## src/rtl/vram_cpu_writer.sv

```systemverilog
// vram_cpu_writer: CPU-side access to the shared video RAM.
// CPU writes go into a small FIFO. Each buffered write is committed only in a
// cycle where the display engine is not using the single VRAM port.
// CPU reads keep their order relative to earlier buffered writes.
// The video mode byte is double-buffered and becomes active at frame start.
module vram_cpu_writer #(
    parameter int FIFO_DEPTH = 4,
    parameter int ADDR_W     = 13
) (
    input  logic              pixel_clock,
    input  logic              reset,
    input  logic              cpu_wr_req,
    input  logic [ADDR_W-1:0] cpu_wr_addr,
    input  logic [7:0]        cpu_wr_data,
    output logic              cpu_wr_ready,
    input  logic              cpu_rd_req,
    input  logic [ADDR_W-1:0] cpu_rd_addr,
    output logic              cpu_rd_busy,
    output logic [7:0]        cpu_rd_data,
    output logic              cpu_rd_valid,
    input  logic              mode_wr,
    input  logic [7:0]        mode_data,
    input  logic              frame_start,
    output logic              ag,
    output logic [2:0]        gm,
    output logic              css,
    input  logic              disp_rd,
    input  logic [ADDR_W-1:0] disp_addr,
    output logic [ADDR_W-1:0] vram_addr,
    output logic              vram_we,
    output logic [7:0]        vram_wdata,
    input  logic [7:0]        vram_rdata
);

    localparam int PW = $clog2(FIFO_DEPTH);
    localparam int CW = PW + 1;

    typedef enum logic [1:0] {IDLE, WRITE, RD_ISSUE, RD_WAIT} state_t;

    logic [ADDR_W-1:0] fifo_addr [FIFO_DEPTH];
    logic [7:0]        fifo_data [FIFO_DEPTH];
    logic [PW-1:0]     wr_ptr;
    logic [PW-1:0]     rd_ptr;
    logic [CW-1:0]     count;
    logic [CW-1:0]     rd_ahead;    // buffered writes that are older than the pending read
    logic [ADDR_W-1:0] rd_addr;
    state_t            state;
    logic              shadow_ag;
    logic              shadow_css;
    logic [2:0]        shadow_gm;
    logic              push;
    logic              pop;
    logic              rd_accept;
    logic              rd_go;
    logic              unused_mode_bits;

    // Mode byte bits [2:0] do not hold any mode state.
    assign unused_mode_bits = ^mode_data[2:0];

    assign cpu_wr_ready = (count != CW'(FIFO_DEPTH));
    assign push         = cpu_wr_req && cpu_wr_ready;
    assign pop          = (state == WRITE) && !disp_rd;
    assign rd_accept    = cpu_rd_req && !cpu_rd_busy;
    // A read may start when no older write is still buffered.
    // The second term lets a new read on an idle, empty buffer go straight to issue.
    // A write pushed in the same cycle as the read counts as older than the read.
    assign rd_go        = (cpu_rd_busy && rd_ahead == '0) ||
                          (rd_accept && count == '0 && !push);

    // FIFO payload and read address storage (data path, no reset)
    always_ff @(posedge pixel_clock) begin
        if (push) begin
            fifo_addr[wr_ptr] <= cpu_wr_addr;
            fifo_data[wr_ptr] <= cpu_wr_data;
        end
        if (rd_accept) begin
            rd_addr <= cpu_rd_addr;
        end
    end

    // FIFO pointers and occupancy; pointers wrap naturally at the power-of-two depth
    always_ff @(posedge pixel_clock or negedge reset) begin
        if (!reset) begin
            wr_ptr <= '0;
            rd_ptr <= '0;
            count  <= '0;
        end else begin
            if (push) wr_ptr <= wr_ptr + 1'b1;
            if (pop)  rd_ptr <= rd_ptr + 1'b1;
            count <= count + CW'(push) - CW'(pop);
        end
    end

    // Port arbitration FSM together with read tracking and read result registers
    always_ff @(posedge pixel_clock or negedge reset) begin
        if (!reset) begin
            state        <= IDLE;
            rd_ahead     <= '0;
            cpu_rd_busy  <= 1'b0;
            cpu_rd_data  <= 8'h00;
            cpu_rd_valid <= 1'b0;
        end else begin
            cpu_rd_valid <= 1'b0;
            if (rd_accept) begin
                cpu_rd_busy <= 1'b1;
                rd_ahead    <= count + CW'(push) - CW'(pop);
            end else if (pop && rd_ahead != '0) begin
                rd_ahead <= rd_ahead - 1'b1;
            end
            case (state)
                IDLE: begin
                    if (rd_go)              state <= RD_ISSUE;
                    else if (count != '0)   state <= WRITE;
                end
                WRITE: begin
                    if (!disp_rd) state <= IDLE;
                end
                RD_ISSUE: begin
                    if (!disp_rd) state <= RD_WAIT;
                end
                RD_WAIT: begin
                    cpu_rd_data  <= vram_rdata;
                    cpu_rd_valid <= 1'b1;
                    cpu_rd_busy  <= 1'b0;
                    state        <= IDLE;
                end
                default: state <= IDLE;
            endcase
        end
    end

    // Mode latch: shadow loads on mode_wr, active copies the old shadow at frame start
    always_ff @(posedge pixel_clock or negedge reset) begin
        if (!reset) begin
            shadow_ag  <= 1'b0;
            shadow_css <= 1'b0;
            shadow_gm  <= 3'b000;
            ag         <= 1'b0;
            css        <= 1'b0;
            gm         <= 3'b000;
        end else begin
            if (mode_wr) begin
                shadow_ag  <= mode_data[3];
                shadow_css <= mode_data[4];
                shadow_gm  <= mode_data[7:5];
            end
            if (frame_start) begin
                ag  <= shadow_ag;
                css <= shadow_css;
                gm  <= shadow_gm;
            end
        end
    end

    // VRAM port mux: the display always wins the port
    always_comb begin
        vram_addr = rd_addr;
        vram_we   = 1'b0;
        if (disp_rd) begin
            vram_addr = disp_addr;
        end else if (state == WRITE) begin
            vram_addr = fifo_addr[rd_ptr];
            vram_we   = 1'b1;
        end
    end

    assign vram_wdata = fifo_data[rd_ptr];

endmodule

```

## config.mk

```make
export PLATFORM = sky130hd
export DESIGN_NAME = vram_cpu_writer
export DESIGN_NICKNAME = d
export VERILOG_FILES = /design/src/rtl/vram_cpu_writer.sv
export SDC_FILE = /design/constraint.sdc
export NUM_CORES = 1
export LEC_CHECK = 0
export ABC_AREA = 1
export BUFFER_PORTS_ARGS = -buffer_cell sky130_fd_sc_hd__buf_2
export CAP_MARGIN = 20
export CORE_MARGIN = 2
export CORE_UTILIZATION = 25
export CTS_BUF_LIST = sky130_fd_sc_hd__clkbuf_4
export DETAILED_ROUTE_END_ITERATION = 12
export SLEW_MARGIN = 10
export SYNTH_ARGS = -nofsm -noshare
export SYNTH_HDL_FRONTEND = slang
export SYNTH_SLANG_ARGS = --single-unit
```

## constraint.sdc

```tcl
create_clock -name pixel_clock -period 2.4 [get_ports pixel_clock]
set_clock_uncertainty 0.2 [all_clocks]
set_input_delay 0.24 -clock pixel_clock [delete_from_list [all_inputs] [get_ports pixel_clock]]
set_output_delay 0.24 -clock pixel_clock [all_outputs]
set_load 0.05 [all_outputs]
```

Word-level counts from Yosys, hierarchy flattened
Memories as Yosys holds them, arrays and structs flattened.
Index checks and enable logic that the tools add are counted.

storage, ports and cells
  output and inout bits = 38
  word-level logic and storage cells = 64
  register bits after elaboration = 45
  bits in writable memories = 84
  memories = 2
  bits of input ports = 70

memory list
  name       depth  bits a word  read ports  clocked after Yosys merged registers in  write ports  line  RTL
  fifo_addr  4      13           1           0                                        1            40    logic [ADDR_W-1:0] fifo_addr [FIFO_DEPTH];
  fifo_data  4      8            1           0                                        1            41    logic [7:0] fifo_data [FIFO_DEPTH];

operators by class
  equal/unequal tests = 7
  muxes and demuxes = 16
  reduce and logical (&&, ||, !) cells = 19
  add/subtract/negate cells = 5

operators with widths
  operator             number
  $mux 13              2
  $mux 2               4
  $pmux 2 s4           1
  $logic_and 1x1->1    7
  $mux 1               7
  $logic_not 3->1      2
  $mux 3               2
  $ne 3x3->1 const B   2
  $reduce_bool 3->1    2
  $add 2x1->2 const B  2
  $eq 2x2->1 const B   2
  $ne 2x2->1 const B   2
  $reduce_bool 2->1    2
  $add 3x1->3          1
  $logic_not 1->1      3
  $reduce_and 3->1     1
  $sub 3x1->3          1
  $sub 3x1->3 const B  1
  $eq 2x1->1 const B   1
  $logic_not 2->1      1
  $logic_or 1x1->1     1

Longest topological paths before layout
  depth after elaboration = 7
  depth in mapped cells = 11
  mapped depth without buffers = 11

Least setup slack after synthesis
No wires, ideal clock.

  path kind = register to register
  start point = register count[1]
  end point = register rd_ahead[1]
  cell stages (with the launch flop) = 10
  setup slack = -0.249 ns
  period minus slack after synthesis = 2.649 ns
  data required time = 2.078 ns
  path buffers = 0
  data arrival time = 2.327 ns
  cell sequence = dfrtp_1 > inv_1 > nand3_1 > nand2_2 > ha_1 > inv_1 > ha_1 > fa_1 > o211ai_2 > o21ai_2

on the way
  word-level cells in the longest chain between the ends = 5

ends and longest elaborated chain
  what                      line  RTL
  start: declaration        44    logic [CW-1:0] count;
  start signal: assignment  90    count <= count + CW'(push) - CW'(pop);
  $ne 3x3->1                60    assign cpu_wr_ready = (count != CW'(FIFO_DEPTH));
  net cpu_wr_ready          15    output logic cpu_wr_ready,
  $logic_and 1x1->1         61    assign push = cpu_wr_req && cpu_wr_ready;
  $add 3x1->3               106   rd_ahead <= count + CW'(push) - CW'(pop);
  $sub 3x1->3               106
  $mux 3                    104   if (rd_accept) begin
  end signal: assignment    106
  end signal: assignment    108   rd_ahead <= rd_ahead - 1'b1;
  end: declaration          45    logic [CW-1:0] rd_ahead;

The timed path passes the listed nets, and every way through them passes these cells.
A chain may end at the register's enable or synchronous reset.

Final worst setup path
  start point = register rd_ptr[0]
  end point = output vram_addr[12]

on the way
  word-level cells in the longest chain between the ends = 3

ends and longest elaborated chain
  what                      line  RTL
  start: declaration        43    logic [PW-1:0] rd_ptr;
  start signal: assignment  89    if (pop) rd_ptr <= rd_ptr + 1'b1;
  $mem_v2 4x13              n/a
  $mux 13                   161   end else if (state == WRITE) begin
  $mux 13                   159   if (disp_rd) begin
  end: declaration          29    output logic [ADDR_W-1:0] vram_addr,

Every way passes these cells.

==> flow_summary.yaml <==
placement:
  globalplace.congestion: 0.685
  port_buffers: 104
  place_area_um2: 6230
  pre_cts_ws_ns: 0.210
  dp_hpwl_mm: 8.25
yosys:
  yosys_warnings: 0
  ys_seq_area_frac: 0.696
  synth-edff-count: 97
  syn_inst: 457
  syn-num-nets: 536
  synth_area_per_cell_um2: 11.7
  syn_area_um2: 5330
  async_flop_share: 0.248
  synth.distinct_cells: 34
  synth_ff_type: "edfxtp_1"
  synth-seq-cells: 129
drt:
  drt_first_pass_iters: 4
  via_count: 4045
  drt_iter0_markers: 110
  drcViolationCount: 0
  ant_nets: 0
  wirelength_mm: 14.2
  post_drt_wl_per_cell_um: 15.0
  vias_per_cell: 4.28
global_routing:
  gr-total-overflow: 0
  grt_max_degree: 45
  grt_usage: 0.121
  grt_pass1_vias: 3881
  grt_pass1_wl_mm: 20.3
  antenna_found_initial: 1
floorplan:
  ios: 108
  core-area_um2: 21000
  die_h_um: 150
  initial_utilization: 0.255
  die_width_um: 150
  die_area_um2: 22500
  rows: 53
clock_network:
  cts_tree: "built"
  cts.path.max_buffers: 2
  cts_root_buf: "clkbuf_4"
  cts_num_sinks: 129
  insertion_delay_ns: 0.53
  cts.reportedPaths.clkPinSlew_ns: 0.12
  numCtsBuffers: 17
  htreeDepth: 4
critical_path:
  r2r_start: "count[1]"
  cp_top_family: "buffers and inverters"
  arrival_ns: 1.87
  start_kind: "register"
  end_kind: "primary output"
  path_buf_inv: 3
  cpMaxStageDelayCell: "dfrtp_4"
  worstPathRequired_ns: 1.96
  crit_start: "rd_ptr[0]"
  critical_path_class: "register to primary output"
  crit_chain: "buf_12, clkbuf_16, nand2_4, nand3_2, nand3_2, a21oi_2, buf_6"
  path_common_cell: "nand3_2"
  cpPeakStageDelay_ns: 0.46
  path_max_fanout: 6
worst_hold_path:
  hold_path_class: "input pin to async pin"
finish:
  finish.utilization: 0.370
  layout_commonest_cell: "edfxtp_1"
  regArea_um2: 3720
  final_cell_mix: "edfxtp_1, nand2_1, buf_2"
  final_area_um2: 7750
  multiInputGateArea_um2: 1600
  area_growth_pct: 45.2
  drive_gt1_frac: 0.348
  nets: 735
  fillers: 2059
  diodes: 0
timing:
  worst_pin_slew_ns: 0.756
  hold_viol: 0
  setup_ws_ns: 0.0856
  rsz0062_at_grt: "true"
  finalSetupViolCount: 0
  finalCritPeriodShare: 0.964
  final_max_slew_viol_count: 0
  final.setup.tns_ns: 0
  whs_ns: 0.107
  fmax_mhz: 432
  slew_headroom: 0.496
  period_needed_ns: 2.31
run_status:
  status: "completed"
power_and_ir_drop:
  power.leakage_uw: 0.00318
  ir_worst_vdd_mv: 0.555
  powerDensity_nw_per_um2: 1240
run:
  drv_cap: 0
==> routing by layer <==
metal	up-vias	GRT usage	wire length (µm)
met5	-	0	13
met4	2	0.0349	162
met3	17	0.0338	657
met2	104	0.219	7430
met1	1950	0.139	5920
li1	1972	-	-
==> power breakdown <==
group | total, µW | internal, µW | leakage [µW] | switching (µW)
logic | 4980 | 1750 | 0.00176 | 3230
registers | 3170 | 2960 | 0.00127 | 204
clock network | 1430 | 543 | 0.000146 | 889
==> through the flow <==
| step | cells | total power [µW] |
|---|---|---|
| 2_1_floorplan | 457 | 5980 |
| 3_3_place_gp | 832 | 6970 |
| 3_5_place_dp | 832 | 7010 |
| 4_1_cts | 931 | 8810 |
| 5_1_grt | 944 | 10100 |
| 6_report | 944 | 9580 |
==> synth_stat cells, types with 2 or more instances <==
| library cell | instances | area, µm² |
|---|---|---|
| a21oi_1 | 33 | 165 |
| buf_2 | 7 | 35.0 |
| buf_4 | 5 | 37.5 |
| clkbuf_1 | 6 | 22.5 |
| dfrtp_1 | 32 | 801 |
| edfxtp_1 | 97 | 2910 |
| ha_1 | 8 | 100 |
| inv_1 | 27 | 101 |
| nand2_1 | 101 | 379 |
| nand2_2 | 2 | 12.5 |
| nand2_4 | 3 | 33.8 |
| nand3_1 | 41 | 205 |
| nand3_2 | 3 | 30.0 |
| nand3b_1 | 2 | 15.0 |
| nor2_1 | 41 | 154 |
| o21ai_0 | 22 | 110 |
| o22ai_1 | 8 | 50.1 |
| xor2_1 | 3 | 26.3 |
==> cells by family after synthesis <==
family | share of synthesized area
flops | 0.696
fa+ha+maj | 0.0225
simple gates | 0.163
xor+xnor | 0.00657
compound gates | 0.0687
buf+inv | 0.0432
==> area by class of cell <==
type	instances	share of cell area
sequential	129	0.480
clock buffer	17	0.0165
multi-input combinational	278	0.207
timing repair inverter	3	0.00743
inverter	30	0.0178
timing repair buffer	197	0.208
tap	275	0.0444
clock inverter	15	0.0192
==> worst paths after layout <==
kind                                  end  slack (ns)  cells after the start
setup / recovery            vram_addr[12]        0.09                      7
hold / removal                      gm[0]        0.11                      2
setup reg to reg              rd_ahead[1]        0.18                      9
hold reg to reg            cpu_rd_data[4]        0.29                      2
max in group asynchronous       rd_ptr[0]        1.32                      2
min in group pixel_clock      rd_ahead[2]        0.11                      6
==> state kept, by name (all words and copies together), names as in the netlist, 3 cells and up <==
signal	flops
count	3
gm	3
fifo_data	32
fifo_addr	52
rd_addr	13
cpu_rd_data	8
shadow_gm	3
rd_ahead	3
==> repair_timing <==
action                     in CTS  in global routing
resized for setup              32                 88
pin swaps                       0                 19
hold endpoints to repair      157                  0
hold buffers                   64                  0
buffers inserted                1                  6
cloned                          2                  7
setup endpoints to repair      21                 21
Power figures use the tool's default switching activity.
